`src/rtl/lr_frame_loader.sv`:
```
// lr_frame_loader: parses one training-set frame from the host byte stream
// and writes Q8.8 features, targets and initial weights into the engine.
// A frame is announced as good only after its XOR checksum matches.
module lr_frame_loader #(
  parameter int unsigned MAX_DP   = 4,
  parameter int unsigned MAX_FEAT = 4,
  parameter logic [7:0]  HDR      = 8'hA5
) (
  input  logic        i_clk,
  input  logic        i_rst,
  input  logic [7:0]  i_in_data,
  input  logic        i_in_valid,
  output logic        o_in_ready,
  output logic        o_feat_we,
  output logic        o_y_we,
  output logic        o_wt_we,
  output logic [1:0]  o_wr_dp,
  output logic [1:0]  o_wr_feat,
  output logic [15:0] o_wr_data,
  output logic [2:0]  o_num_dps,
  output logic [2:0]  o_num_features,
  output logic        o_load_done,
  output logic        o_load_err,
  output logic        o_busy
);

  localparam int unsigned DIM_W = 4;
  localparam int unsigned IDX_W = 2;
  localparam int unsigned CNT_W = 3;
  localparam logic [DIM_W-1:0] MAX_DP_D   = DIM_W'(MAX_DP);
  localparam logic [DIM_W-1:0] MAX_FEAT_D = DIM_W'(MAX_FEAT);

  typedef enum logic [3:0] {
    S_IDLE, S_DIM, S_FEAT_HI, S_FEAT_LO, S_Y_HI, S_Y_LO,
    S_W_HI, S_W_LO, S_CSUM, S_DONE, S_ERR
  } state_t;

  state_t           r_state;
  logic [7:0]       r_hi;
  logic [7:0]       r_xor;
  logic [IDX_W-1:0] r_dp;
  logic [IDX_W-1:0] r_feat;
  logic [CNT_W-1:0] r_ndp;
  logic [CNT_W-1:0] r_nfeat;

  logic             w_xfer;
  logic [15:0]      w_word;
  logic [DIM_W-1:0] w_dim_dp;
  logic [DIM_W-1:0] w_dim_feat;
  logic             w_dim_ok;
  logic             w_last_feat;
  logic             w_last_dp;

  // Handshake is open everywhere except the one-cycle DONE/ERR states and reset
  assign o_in_ready  = ~i_rst & (r_state != S_DONE) & (r_state != S_ERR);
  assign w_xfer      = i_in_valid & o_in_ready;
  assign w_word      = {r_hi, i_in_data};
  assign w_dim_dp    = i_in_data[7:4];
  assign w_dim_feat  = i_in_data[3:0];
  assign w_dim_ok    = (w_dim_dp != '0) && (w_dim_dp <= MAX_DP_D) &&
                       (w_dim_feat != '0) && (w_dim_feat <= MAX_FEAT_D);
  assign w_last_feat = ({1'b0, r_feat} == (r_nfeat - CNT_W'(1)));
  assign w_last_dp   = ({1'b0, r_dp} == (r_ndp - CNT_W'(1)));

  // Frame parser FSM with registered write strobes and status pulses
  always_ff @(posedge i_clk or posedge i_rst) begin
    if (i_rst) begin
      r_state        <= S_IDLE;
      r_hi           <= '0;
      r_xor          <= '0;
      r_dp           <= '0;
      r_feat         <= '0;
      r_ndp          <= '0;
      r_nfeat        <= '0;
      o_feat_we      <= 1'b0;
      o_y_we         <= 1'b0;
      o_wt_we        <= 1'b0;
      o_wr_dp        <= '0;
      o_wr_feat      <= '0;
      o_wr_data      <= '0;
      o_num_dps      <= CNT_W'(MAX_DP);
      o_num_features <= CNT_W'(MAX_FEAT);
      o_load_done    <= 1'b0;
      o_load_err     <= 1'b0;
      o_busy         <= 1'b0;
    end else begin
      o_feat_we   <= 1'b0;
      o_y_we      <= 1'b0;
      o_wt_we     <= 1'b0;
      o_load_done <= 1'b0;
      o_load_err  <= 1'b0;
      case (r_state)
        S_IDLE: begin
          if (w_xfer && (i_in_data == HDR)) begin
            r_state <= S_DIM;
            o_busy  <= 1'b1;
          end
        end
        S_DIM: begin
          if (w_xfer) begin
            if (w_dim_ok) begin
              r_ndp   <= CNT_W'(w_dim_dp);
              r_nfeat <= CNT_W'(w_dim_feat);
              r_xor   <= i_in_data;
              r_dp    <= '0;
              r_feat  <= '0;
              r_state <= S_FEAT_HI;
            end else begin
              o_load_err <= 1'b1;
              o_busy     <= 1'b0;
              r_state    <= S_ERR;
            end
          end
        end
        S_FEAT_HI, S_Y_HI, S_W_HI: begin
          if (w_xfer) begin
            r_hi  <= i_in_data;
            r_xor <= r_xor ^ i_in_data;
            case (r_state)
              S_FEAT_HI: r_state <= S_FEAT_LO;
              S_Y_HI:    r_state <= S_Y_LO;
              default:   r_state <= S_W_LO;
            endcase
          end
        end
        S_FEAT_LO: begin
          if (w_xfer) begin
            r_xor     <= r_xor ^ i_in_data;
            o_feat_we <= 1'b1;
            o_wr_dp   <= r_dp;
            o_wr_feat <= r_feat;
            o_wr_data <= w_word;
            if (w_last_feat) begin
              r_feat  <= '0;
              r_state <= S_Y_HI;
            end else begin
              r_feat  <= r_feat + IDX_W'(1);
              r_state <= S_FEAT_HI;
            end
          end
        end
        S_Y_LO: begin
          if (w_xfer) begin
            r_xor     <= r_xor ^ i_in_data;
            o_y_we    <= 1'b1;
            o_wr_dp   <= r_dp;
            o_wr_feat <= '0;
            o_wr_data <= w_word;
            if (w_last_dp) begin
              r_dp    <= '0;
              r_state <= S_W_HI;
            end else begin
              r_dp    <= r_dp + IDX_W'(1);
              r_state <= S_FEAT_HI;
            end
          end
        end
        S_W_LO: begin
          if (w_xfer) begin
            r_xor     <= r_xor ^ i_in_data;
            o_wt_we   <= 1'b1;
            o_wr_dp   <= '0;
            o_wr_feat <= r_feat;
            o_wr_data <= w_word;
            if (w_last_feat) begin
              r_feat  <= '0;
              r_state <= S_CSUM;
            end else begin
              r_feat  <= r_feat + IDX_W'(1);
              r_state <= S_W_HI;
            end
          end
        end
        S_CSUM: begin
          if (w_xfer) begin
            o_busy <= 1'b0;
            if (i_in_data == r_xor) begin
              o_load_done    <= 1'b1;
              o_num_dps      <= r_ndp;
              o_num_features <= r_nfeat;
              r_state        <= S_DONE;
            end else begin
              o_load_err <= 1'b1;
              r_state    <= S_ERR;
            end
          end
        end
        S_DONE, S_ERR: r_state <= S_IDLE;
        default:       r_state <= S_IDLE;
      endcase
    end
  end

endmodule

```
`config.mk`:
```
export PLATFORM = sky130hd
export DESIGN_NAME = lr_frame_loader
export DESIGN_NICKNAME = d
export VERILOG_FILES = /design/src/rtl/lr_frame_loader.sv
export SDC_FILE = /design/constraint.sdc
export NUM_CORES = 1
export LEC_CHECK = 0
export ABC_CLOCK_PERIOD_IN_PS = 2200
export BUFFER_PORTS_ARGS = -buffer_cell sky130_fd_sc_hd__buf_2
export CAP_MARGIN = 40
export CORE_MARGIN = 8
export CORE_UTILIZATION = 25
export CTS_CLUSTER_DIAMETER = 120
export DETAILED_ROUTE_END_ITERATION = 8
export GPL_TIMING_DRIVEN = 0
export HOLD_SLACK_MARGIN = 0.05
export PLACE_DENSITY = 0.53
export SYNTH_ARGS = -nofsm -noshare
export SYNTH_HDL_FRONTEND = slang
export SYNTH_SLANG_ARGS = --single-unit
```
`constraint.sdc`:
```
create_clock -name i_clk -period 2.2 [get_ports i_clk]
set_input_delay 0.11 -clock i_clk [delete_from_list [all_inputs] [get_ports i_clk]]
set_output_delay 0.11 -clock i_clk [all_outputs]
set_load 0.02 [all_outputs]
```
==> results, run 1 <==
- Clock-pin slew was measured on the worst setup and hold paths at 50 ps.
- The yosys synthesis warning count is 0.
- The worst vdd rail ir drop is 0.700 mV.
- In the routed layout, each cell is associated on average with a via count of 4.39.
- The endpoint required time on the critical path is 2390 ps.
- The startpoint identified for the worst register-to-register timing path is r_nfeat[0]$_DFFE_PP0P_.
- The max-capacitance violation count is 0.
- The final layout net count is 319.
- Clock skew on the completed layout was measured at 4.62 ps.
- The average wire per standard cell is 15.0 um.
- The hold violation total from the final report is 0.
- After layout, the minimum clock period comes to 2020 ps.
- The HPWL after detailed placement is 5120 um.
- The net count after synthesis is 267.
- 44 I/O pins were placed.
- The areal power density over the cells is 1230 nW/um^2.
- Row generation in the floorplan step produced 40 rows.
- The initial utilization of the core area, before any placement, comes to 25.7%.
- The count of pins over their slew limit is 0.
- Setup repair after global routing left no endpoint under its margin.
- The initial antenna violation count was 0.
- The run finished with clean final reports.
- The critical path endpoint category is a flip-flop.
- The worst setup path is of the flip-flop to flip-flop kind.
- The number of setup buffers added after CTS is 0.
- The number of detailed-routing iterations run before antenna repair is 4.
- The transition time at the pin with the least slew margin is 793 ps.
- After detailed routing, the number of remaining DRC violations is 0.
- The number of enable flip-flop cells after synthesis is 0.
- The routed design has 7190 um of wire.
- Sequential cells were found to cover 49.9% of the synthesized design area.
- The finished layout holds 478 standard cells, fillers aside.
- The area inside the core boundary is 12100 sq um.
- The path with the worst hold slack has its endpoint at r_xor[1]$_DFFE_PP0P_.
- The largest delay contributor family on the critical path is simple AND/OR/NAND/NOR gates.
- For this design, the sink count on the clock tree is 62.
- The global-route usage over all layers is 9.80%.
- The number of routed nets with antenna violations is 0.
- The number of cells traversed by the worst hold path is 2.
- The slowest stage of the critical path is the sky130_fd_sc_hd__nor3_1 cell.
- The TritonCTS clock tree is done.
- The maximum fanout along the worst path is 6.
- In this run the worst hold path is classified as input pin to flip-flop.
- The die boundary height is 128 um.
- The relative max-transition margin is 46.7%.
- The most common flop cell mapped by yosys is sky130_fd_sc_hd__dfrtp_1.
- Synthesis inferred 62 register bits.
- The static leakage is 1.81 nW.
- The largest single stage delay on the critical path is 610 ps.
- Entering global routing, the biggest net connects 33 pins.
- The total grt overflow is 0.
- The synthesized cell area is 3110 sq um.
- The global placer's final weighted congestion is 0.749.
- Setup violations remaining at the end of the flow were counted as 0.
- The H-tree level count is 3.
- The longest clock path from root to sink contains 2 buffers.
- The area of the die is 16300 sq um.
- The root buffer selected by CTS is sky130_fd_sc_hd__clkbuf_16.
- Across all register-to-register paths, the minimum setup slack is 180 ps.
- The path depth of the worst reg2reg path is 6.
- The repair_antennas step left the layout with diodes totalling 0.
- The post-synthesis average cell area is 12.3 sq um.
- The violation count after the first detailed-route iteration is 138.
- The maximum frequency from static timing analysis is 496 MHz.
- The startpoint identified for the worst hold timing path is i_in_data[1].
- The total of cells resized after clock tree synthesis is 0.
- In the final timing run, aggregate negative setup slack is 0 ps.
- The number of buffers and inverters on the critical path is 1.
- Traced cell by cell, the critical path runs through inv_1 > ha_1 > xnor2_1 > nor3_1 > mux2i_1 > o32ai_1.
- In this run the critical register-to-register path is captured at r_state[2]$_DFFE_PP0P_.
- The number of port buffers is 37.
- The post-route clock period utilization is 91.6%.
- Synthesis handed over a netlist of 254 instances.
- The first-pass GRT wire length is 12400 um.
- STA classifies the critical path startpoint as a flip-flop.
- The horizontal extent of the die is 128 um.
- Relative to the synthesized area, the layout overhead comes to 22.9%.
- The via count of the first global-routing pass is 2281.
- Clock latency on the worst-skew pair, taken at its later pin, is 320 ps.
- The arrival time of the worst setup path is 2200 ps.
- Counting the buffers created by CTS gives 9.
- In the final layout, the share of cells above drive strength 1 is 37.4%.
- The via total after detailed routing is 2099.
- The post-synthesis async set-or-reset flop share is 100%.
- In this run, distinct cell masters in the synthesized netlist total 60.
- In this run, placement finished with an instance count of 460.
## kinds of logic after synthesis
kind of cell	Yosys count	synth area share, %
DFF	62	49.9
adders and majority gates	2	0.803
muxes	38	15.2
buffers and inverters	25	4.74
xor gates and xnor gates	17	4.78
AOI/OAI and AO/OA	40	9.48
and+or+nand+nor	70	15.1
## what timing repair did
item,in CTS,in global routing
endpoints found under the setup margin,0,0
hold buffers,3,0
endpoints found under the hold margin,31,0
## per-layer routing
| metal | part of all wire (%) | up-vias | track usage [%] |
|---|---|---|---|
| li1 | - | 1003 | - |
| met1 | 49 | 1045 | 12.7 |
| met2 | 44 | 46 | 14.7 |
| met3 | 6.4 | 5 | 3.24 |
| met4 | 0.64 | 0 | 3.78 |
| met5 | 0 | - | 0 |
## synth_stat cells (2+ instances only)
library cell | number | area share, %
sky130_fd_sc_hd__nor4_4 | 2 | 1.4
sky130_fd_sc_hd__nor2_1 | 8 | 0.96
sky130_fd_sc_hd__buf_2 | 7 | 1.1
sky130_fd_sc_hd__mux2i_1 | 2 | 0.64
sky130_fd_sc_hd__nand3_1 | 5 | 0.80
sky130_fd_sc_hd__buf_6 | 6 | 2.2
sky130_fd_sc_hd__inv_1 | 10 | 1.2
sky130_fd_sc_hd__dfrtp_1 | 60 | 48
sky130_fd_sc_hd__dfstp_2 | 2 | 1.7
sky130_fd_sc_hd__a21oi_1 | 3 | 0.48
sky130_fd_sc_hd__nor3b_2 | 2 | 0.80
sky130_fd_sc_hd__o21ai_1 | 6 | 0.96
sky130_fd_sc_hd__a31oi_1 | 3 | 0.60
sky130_fd_sc_hd__ha_1 | 2 | 0.80
sky130_fd_sc_hd__nand2_1 | 24 | 2.9
sky130_fd_sc_hd__xor2_1 | 13 | 3.7
sky130_fd_sc_hd__mux2_4 | 13 | 6.3
sky130_fd_sc_hd__a21oi_2 | 2 | 0.56
sky130_fd_sc_hd__xnor2_1 | 4 | 1.1
sky130_fd_sc_hd__mux2_1 | 6 | 2.2
sky130_fd_sc_hd__nand4_1 | 2 | 0.40
sky130_fd_sc_hd__nand3b_1 | 2 | 0.48
sky130_fd_sc_hd__mux2_2 | 17 | 6.1
sky130_fd_sc_hd__clkbuf_1 | 2 | 0.24
sky130_fd_sc_hd__o21ai_0 | 5 | 0.80
sky130_fd_sc_hd__nor2b_1 | 3 | 0.60
sky130_fd_sc_hd__o211ai_1 | 7 | 1.7
sky130_fd_sc_hd__nor3_1 | 3 | 0.48
sky130_fd_sc_hd__nand2b_1 | 2 | 0.40
## area by class of cell
| type | instances | area [sq um] |
|---|---|---|
| buffer | 15 | 110 |
| fill | 1249 | 8280 |
| tap | 168 | 210 |
| timing repair buffer | 41 | 235 |
| clock buffer | 14 | 264 |
| sequential | 62 | 1550 |
| inverter | 10 | 37.5 |
| multi-input combinational | 167 | 1410 |
| clock inverter | 1 | 5.00 |
## flip-flops by register name (all words and copies together), names as in the netlist
| register | cells |
|---|---|
| o_wr_data | 16 |
| r_hi | 8 |
| r_xor | 8 |
| r_state | 4 |
| o_num_dps | 3 |
| o_num_features | 3 |
| r_ndp | 3 |
| r_nfeat | 3 |
| o_wr_dp | 2 |
| o_wr_feat | 2 |
| r_dp | 2 |
| r_feat | 2 |
| o_busy | 1 |
| o_feat_we | 1 |
| o_load_done | 1 |
| o_load_err | 1 |
| o_wt_we | 1 |
| o_y_we | 1 |
## worst max path at each step
stage / startpoint / to / cells past startpoint / slack, ps
finish: r_nfeat[0]$_DFFE_PP0P_ / r_state[2]$_DFFE_PP0P_ / 6 / 180
global route: r_nfeat[0]$_DFFE_PP0P_ / r_state[1]$_DFFE_PP0P_ / 7 / 5
CTS: r_nfeat[0]$_DFFE_PP0P_ / r_state[2]$_DFFE_PP0P_ / 6 / 200
detailed placement: r_nfeat[0]$_DFFE_PP0P_ / r_state[2]$_DFFE_PP0P_ / 6 / 230
global placement: i_rst / o_wr_data[4]$_DFFE_PP0P_ / 2 / -390
floorplan: r_state[1]$_DFFE_PP0P_ / o_num_dps[0]$_DFFE_PP0P_ / 4 / 500
## per-stage QoR
| step | hold slack, ps | utilization [%] | worst slack (ps) | power (mW) | instance area (sq um) |
|---|---|---|---|---|---|
| floorplan | 259 | - | 503 | 2.98 | 3110 |
| global placement | 345 | 29.0 | -388 | 3.40 | 3510 |
| detailed placement | 310 | 29.1 | 233 | 3.45 | 3530 |
| CTS | 95.9 | 31.6 | 195 | 4.78 | 3830 |
| global route | 130 | 31.6 | 5.22 | 5.03 | 3830 |
| finish | 101 | 31.6 | 184 | 4.70 | 3830 |
## where the power goes
part	switching [mW]	leakage [nW]	internal [mW]	total (mW)
clock network	0.470	0.133	0.816	1.29
logic	0.887	0.900	0.734	1.62
registers	0.259	0.778	1.53	1.79
total	1.62	1.81	3.08	4.70
## cell usage in the layout (no fill, tap or decap), types with 3 or more instances in the layout
master	netlist	layout
sky130_fd_sc_hd__xnor2_1	4	4
sky130_fd_sc_hd__mux2_2	17	17
sky130_fd_sc_hd__inv_1	10	9
sky130_fd_sc_hd__nor2_1	8	8
sky130_fd_sc_hd__o211ai_1	7	7
sky130_fd_sc_hd__clkbuf_16	0	9
sky130_fd_sc_hd__a21oi_1	3	3
sky130_fd_sc_hd__nor2b_1	3	3
sky130_fd_sc_hd__nand2_1	24	24
sky130_fd_sc_hd__mux2_1	6	6
sky130_fd_sc_hd__xor2_1	13	13
sky130_fd_sc_hd__nand3_1	5	5
sky130_fd_sc_hd__o21ai_1	6	6
sky130_fd_sc_hd__dfrtp_1	60	60
sky130_fd_sc_hd__buf_2	7	44
sky130_fd_sc_hd__buf_6	6	6
sky130_fd_sc_hd__nor3_1	3	3
sky130_fd_sc_hd__dlygate4sd3_1	0	3
sky130_fd_sc_hd__o21ai_0	5	5
sky130_fd_sc_hd__clkbuf_1	2	5
sky130_fd_sc_hd__mux2_4	13	13
sky130_fd_sc_hd__a31oi_1	3	3
No activity file was read; power rests on OpenSTA's default activity.
==> run 2: changes to the inputs <==
Settings changed: PLACE_DENSITY 0.53 to 0.5.
==> results, run 2 (synthesis gave the netlist of run 1 again) <==
- Outcome: completed (unchanged).
- The layout-stage area growth over the synthesis result was 25.1% (was 22.9%).
- The post-placement cell area is 3530 sq um (unchanged).
- The horizontal extent of the die is 128 um (unchanged).
- The total of cells resized after clock tree synthesis is 0 (unchanged).
- Unrepaired setup endpoints after global routing: false (unchanged).
- The H-tree level count was 3 (unchanged).
- The number of port buffers is 37 (unchanged).
- The relative max-transition margin was 45.9% (was 46.7%).
- The violation count after the first detailed-route iteration is 142 (was 138).
- The area used by multi-input combinational logic is 1410 sq um (unchanged).
- The footprint of the flip-flops and latches is 1550 sq um (unchanged).
- The number of routed nets with antenna violations came to 0 (unchanged).
- The wire length reported by the detailed router is 7170 um (was 7190 um).
- The worst vdd rail ir drop was 0.760 mV (was 0.700 mV).
- The clock sink count is 62 (unchanged).
- The largest register by flop count is o_wr_data (unchanged).
- The transition time at the pin with the least slew margin is 810 ps (was 793 ps).
- The end-of-flow core utilization is 32.2% (was 31.6%).
- The maximum fanout along the worst path is 6 (unchanged).
- The total grt overflow is 0 (unchanged).
- The maximum frequency from static timing analysis is 495 MHz (was 496 MHz).
- The arrival time of the worst setup path is 2210 ps (was 2200 ps).
- The clock latency of the later-clocked register in the worst-skew pair is 330 ps (was 320 ps).
- The I/O pin total was 44 (unchanged).
- The static leakage is 1.84 nW (was 1.81 nW).
- The global placer's final weighted congestion was 0.750 (was 0.749).
- The number of setup buffers added after CTS was 0 (unchanged).
- The number of rows in the core area came to 40 (unchanged).
- The kind of start point of the critical path is a flip-flop (unchanged).
- The starting density of the core is 25.7% (unchanged).
- The clock slew at the register clock pins of the worst setup and hold paths is 50 ps (about the same).
- The classification of the worst setup path is flip-flop to flip-flop (unchanged).
- The area of the die is 16300 sq um (unchanged).
- The count of filler cells inserted in the layout is 1263 (was 1249).
- The detail-routed via count per cell came to 4.36 (was 4.39).
- The number of buffers created by CTS is 9 (unchanged).
- Commonest cells after routing, fill and taps aside: sky130_fd_sc_hd__dfrtp_1, sky130_fd_sc_hd__buf_2, sky130_fd_sc_hd__nand2_1 (unchanged).
- The via count of the first global-routing pass is 2172 (was 2281).
- The number of DRC violations after detailed routing came to 0 (unchanged).
- The final antenna diode count is 0 (unchanged).
- The type of the worst min-delay path is input pin to flip-flop (unchanged).
- The via total after detailed routing came to 2088 (was 2099).
- The final layout net count was 319 (unchanged).
- The TritonCTS clock tree was done (unchanged).
- The flip-flop count of the largest register after layout is 16 (unchanged).
- The fraction of layout instances using a drive strength above 1 is 38.3% (was 37.4%).
- The global-route usage over all layers is 9.57% (was 9.80%).
- The number of detailed-routing iterations run before antenna repair is 4 (unchanged).
- The root buffer selected by CTS is sky130_fd_sc_hd__clkbuf_16 (unchanged).
- The shortest clock period the worst path allows after layout is 2020 ps (about the same).
- The count of pins over their slew limit was 0 (unchanged).
- The half-perimeter wire length after detailed placement is 5110 um (was 5120 um).
- The cell area after layout came to 3890 sq um (was 3830 sq um).
- The hold violation total from the final report is 0 (unchanged).
- The commonest non-fill, non-tap cell in the layout is sky130_fd_sc_hd__dfrtp_1 (unchanged).
- The area inside the core boundary came to 12100 sq um (unchanged).
- Registers with the most flip-flops: o_wr_data x16, r_hi x8, r_xor x8 (unchanged).
- The areal power density over the cells came to 1280 nW/um^2 (was 1230 nW/um^2).
- The maximum count of clock buffers along a single path is 2 (unchanged).
- The critical path endpoint category is a flip-flop (unchanged).
- The count of final setup violators was 0 (unchanged).
- The endpoint required time on the critical path is 2390 ps (about the same).
- The accumulated negative setup slack came to 0 ps (unchanged).
- The average wire per standard cell is 15.0 um (about the same).
- The first-pass GRT wire length was 12100 um (was 12400 um).
- The die boundary height was 128 um (unchanged).
- The final setup skew came to 6.02 ps (was 4.62 ps).
- The max-capacitance violation count was 0 (unchanged).
- The largest net degree at the start of global routing is 38 (was 33).
- The overall power after layout was 4.98 mW (was 4.70 mW).
- The post-route clock period utilization came to 91.9% (was 91.6%).
- The initial antenna violation count was 0 (unchanged).
==> run 2: path summary, 6_finish.rpt <==
check                                              start                       endpoint  slack [ps]  cells past startpoint
max in group asynchronous                          i_rst            r_hi[3]$_DFFE_PP0P_        1030                      4
setup / recovery                  r_nfeat[0]$_DFFE_PP0P_         r_state[2]$_DFFE_PP0P_         180                      6
min in group asynchronous                          i_rst            r_dp[0]$_DFFE_PP0P_         550                      3
setup reg to reg                  r_nfeat[0]$_DFFE_PP0P_         r_state[2]$_DFFE_PP0P_         180                      6
hold / removal                              i_in_data[1]           r_xor[1]$_DFFE_PP0P_         110                      2
hold reg to reg            o_num_features[0]$_DFFE_PP0P_  o_num_features[0]$_DFFE_PP0P_         480                      1
==> run 2: cell type report <==
| cell class | count | share of cell area (%) |
|---|---|---|
| Multi-Input combinational cell | 167 | 36.3 |
| Clock buffer | 13 | 6.94 |
| Buffer | 15 | 2.83 |
| Inverter | 10 | 0.964 |
| Timing Repair Buffer | 41 | 6.04 |
| Tap cell | 168 | 5.40 |
| Sequential cell | 62 | 39.9 |
| Clock inverter | 3 | 1.67 |
==> run 2: metal layers <==
layer / track usage, % / routed length, um / vias to the layer above
met4: 3.36 / 97 / 0
met3: 3.74 / 503 / 9
met5: 0 / 0 / -
li1: - / - / 1004
met1: 12.4 / 3360 / 1027
met2: 14.1 / 3210 / 48
==> run 2: critical path, stage by stage, from the launching register on <==
cell and delay [ps]:
sky130_fd_sc_hd__dfrtp_1 410, sky130_fd_sc_hd__inv_1 60, sky130_fd_sc_hd__ha_1 300, sky130_fd_sc_hd__xnor2_1 120, sky130_fd_sc_hd__nor3_1 610, sky130_fd_sc_hd__mux2i_1 270, sky130_fd_sc_hd__o32ai_1 110
==> run 2: repair_timing <==
item | CTS | global route
endpoints found under the hold margin | 36 | 0
endpoints found under the setup margin | 0 | 0
hold buffers | 3 | 0
==> run 2: power breakdown <==
part / internal [mW] / total (mW) / switching [mW] / leakage [nW]
Combinational: 0.734 / 1.63 / 0.892 / 0.900
Clock: 1.08 / 1.57 / 0.487 / 0.166
Sequential: 1.53 / 1.79 / 0.255 / 0.778
Total: 3.35 / 4.98 / 1.63 / 1.84
==> run 2: metrics by stage <==
stage / instances / hold slack (ps) / setup WS, ps
finish: 479 / 107 / 179
global placement: 459 / 344 / -406
detailed placement: 460 / 356 / 196
floorplan: 254 / 259 / 503
global route: 479 / 145 / 67.2
CTS: 479 / 97.2 / 192
==> run 3: changes to the inputs <==
Settings changed: GPL_TIMING_DRIVEN 0 to default.
==> results, run 3 (synthesis gave the netlist of run 1 again) <==
- The buffers plus inverters on the worst setup path is 2 (was 1).
- Unrepaired setup endpoints after global routing: false (unchanged).
- The half-perimeter wire length after detailed placement is 4990 um (was 5110 um).
- The number of setup buffers added after CTS was 0 (unchanged).
- Ordered list of cells on the worst path: dlygate4sd3_1 > buf_2 > nand2b_4 > nor3_4 > nand2_4 > mux2_4 (was inv_1 > ha_1 > xnor2_1 > nor3_1 > mux2i_1 > o32ai_1).
- The final setup skew was 7.91 ps (was 6.02 ps).
- The clock latency of the later-clocked register in the worst-skew pair came to 330 ps (about the same).
- The switching part of the total is 33.1% (was 32.8%).
- The clock slew at the register clock pins of the worst setup and hold paths is 50 ps (about the same).
- The path depth of the worst reg2reg path is 3 (was 6).
- The layout-stage area growth over the synthesis result is 22.9% (was 25.1%).
- The TritonCTS clock tree is done (unchanged).
- The kind of start point of the critical path is an input pin (was flip-flop).
- The area of the die is 16300 sq um (unchanged).
- The average wire per standard cell came to 15.3 um (was 15.0 um).
- The global-route usage over all layers is 9.52% (was 9.57%).
- The critical-path cell with the highest stage delay is sky130_fd_sc_hd__dlygate4sd3_1 (was sky130_fd_sc_hd__nor3_1).
- The maximum fanout along the worst path is 23 (was 6).
- The area inside the core boundary is 12100 sq um (unchanged).
- The worst vdd rail ir drop is 0.570 mV (was 0.760 mV).
- The hold violation total from the final report is 0 (unchanged).
- The H-tree level count is 3 (unchanged).
- The endpoint required time on the critical path is 2410 ps (was 2390 ps).
- The count of pins over their slew limit is 0 (unchanged).
- The classification of the worst setup path is input pin to flip-flop (was flip-flop to flip-flop).
- The number of DRC violations after detailed routing is 0 (unchanged).
- The critical path endpoint is o_wr_data[9]$_DFFE_PP0P_ (was r_state[2]$_DFFE_PP0P_).
- The final layout net count is 314 (was 319).
- The final worst slack is 202 ps (was 179 ps).
- The horizontal extent of the die came to 128 um (unchanged).
- The wire length reported by the detailed router came to 7220 um (was 7170 um).
- The number of detailed-routing iterations run before antenna repair is 4 (unchanged).
- The largest stage delay on the critical path is 530 ps (was 610 ps).
- The sequential group share of total power is 37.2% (was 35.9%).
- The maximum frequency from static timing analysis is 500 MHz (was 495 MHz).
- The root buffer selected by CTS was sky130_fd_sc_hd__clkbuf_16 (unchanged).
- The I/O pin total is 44 (unchanged).
- The die boundary height is 128 um (unchanged).
- The number of port buffers came to 43 (was 37).
- The cell depth of the worst setup path came to 6 (unchanged).
- The via count of the first global-routing pass was 2124 (was 2172).
- The fraction of layout instances using a drive strength above 1 is 38.7% (was 38.3%).
- The violation count after the first detailed-route iteration is 121 (was 142).
- The reg2reg setup slack is 280 ps (was 180 ps).
- The first-pass GRT wire length is 11700 um (was 12100 um).
- The arrival time of the worst setup path is 2210 ps (about the same).
- The initial antenna violation count was 0 (unchanged).
- The max-capacitance violation count is 0 (unchanged).
- The areal power density over the cells is 1280 nW/um^2 (about the same).
- The detail-routed via count per cell came to 4.38 (was 4.36).
- The maximum count of clock buffers along a single path was 2 (unchanged).
- The shortest clock period the worst path allows after layout is 2000 ps (was 2020 ps).
- The transition time at the pin with the least slew margin came to 696 ps (was 810 ps).
- The static leakage came to 1.82 nW (was 1.84 nW).
- The capture instance of the worst register-to-register path is o_wr_data[9]$_DFFE_PP0P_ (was r_state[2]$_DFFE_PP0P_).
- The via total after detailed routing came to 2072 (was 2088).
- The relative max-transition margin is 53.5% (was 45.9%).
- The total grt overflow came to 0 (unchanged).
- The design internal power is 3.29 mW (was 3.35 mW).
- The flip-flop count of the largest register after layout came to 16 (unchanged).
- Outcome: completed (unchanged).
- Registers with the most flip-flops: o_wr_data x16, r_hi x8, r_xor x8 (unchanged).
- The combinational group share of total power is 31.6% (was 32.6%).
- The global placer's final weighted congestion is 0.778 (was 0.750).
- The post-route clock period utilization is 90.8% (was 91.9%).
- The startpoint of the worst-slack reg-to-reg timing path is r_state[3]$_DFFE_PP0P_ (was r_nfeat[0]$_DFFE_PP0P_).
- The clock sink count is 62 (unchanged).
- The type of the worst min-delay path was input pin to flip-flop (unchanged).
- The largest net degree at the start of global routing is 34 (was 38).
- The starting density of the core came to 25.7% (unchanged).
- The commonest non-fill, non-tap cell in the layout is sky130_fd_sc_hd__dfrtp_1 (unchanged).
- The number of routed nets with antenna violations was 0 (unchanged).
- The largest register by flop count was o_wr_data (unchanged).
- The worst setup slack before clock tree synthesis is 291 ps (was 196 ps).
- Commonest cells after routing, fill and taps aside: sky130_fd_sc_hd__dfrtp_1, sky130_fd_sc_hd__buf_2, sky130_fd_sc_hd__nand2_1 (unchanged).
- The count of final setup violators is 0 (unchanged).
- The largest delay contributor family on the critical path is simple AND/OR/NAND/NOR gates (unchanged).
- The number of buffers created by CTS is 9 (unchanged).
- The clock share of power is 31.2% (was 31.5%).
- The number of rows in the core area is 40 (unchanged).
- The critical path endpoint category was a flip-flop (unchanged).
- The switching power was 1.63 mW (about the same).
- The accumulated negative setup slack is 0 ps (unchanged).
- The final antenna diode count is 0 (unchanged).
- The launch point of the worst path is i_rst (was r_nfeat[0]$_DFFE_PP0P_).
## run 3: cell types whose count changed in the layout (fill, tap and decap cells not counted), moves of 2 or more
cell / previous run / this run
sky130_fd_sc_hd__clkbuf_1: 3 / 0
sky130_fd_sc_hd__buf_4: 0 / 6
sky130_fd_sc_hd__buf_6: 6 / 0
sky130_fd_sc_hd__dlygate4sd3_1: 3 / 1
## run 3: layout make-up
type                       instances  area [sq um]
multi-input combinational        167          1410
sequential                        62          1550
clock buffer                      11           253
timing repair buffer              51           290
clock inverter                     4          70.1
inverter                          10          37.5
fill                            1242          8280
tap                              168           210
## run 3: layer usage
metal | share of wire [%] | wire length, um | global-route usage, %
met4 | 1.7 | 125 | 4.41
met3 | 6.5 | 470 | 3.87
met1 | 49 | 3570 | 12.1
met5 | 0 | 0 | 0
met2 | 42 | 3060 | 13.8
## run 3: worst reg2reg max path: stages (launching register included)
cell and delay (ps):
sky130_fd_sc_hd__dfrtp_1 520, sky130_fd_sc_hd__nor3_4 530, sky130_fd_sc_hd__nand2_4 350, sky130_fd_sc_hd__mux2_4 400
## run 3: stage by stage
step	instance area [sq um]	total power, mW	hold WS, ps	utilization [%]	instances
final	3830	4.92	114	31.6	473
after CTS	3830	5.00	102	31.6	473
after global routing	3830	5.22	123	31.6	473
after global placement	3490	3.39	306	28.9	457
after detailed placement	3490	3.42	312	28.9	457
after floorplan	3110	2.98	259	-	254
## run 3: power by group through the flow
stage | combinational, mW | sequential, mW | clock [mW]
global placement | 1.55 | 1.84 | 0
detailed placement | 1.58 | 1.84 | 0
CTS | 1.58 | 1.83 | 1.58
global route | 1.70 | 1.89 | 1.62
finish | 1.55 | 1.83 | 1.53
floorplan | 0.983 | 2.00 | 0
## run 3: worst min-delay path by stage
stage / startpoint / to / cells past startpoint
after floorplan: i_in_data[3] / o_wr_data[3]$_DFFE_PP0P_ / 1
after global placement: i_rst / o_feat_we$_DFF_PP0_ / 2
after detailed placement: i_rst / o_wt_we$_DFF_PP0_ / 2
after CTS: i_in_data[1] / r_xor[1]$_DFFE_PP0P_ / 2
after global routing: i_in_data[7] / o_wr_data[7]$_DFFE_PP0P_ / 2
final: i_in_data[2] / r_xor[2]$_DFFE_PP0P_ / 2
## run 3: what timing repair did
item                      CTS  global route
hold endpoints to repair   29             0
resized for setup           0             0
hold buffers                1             0
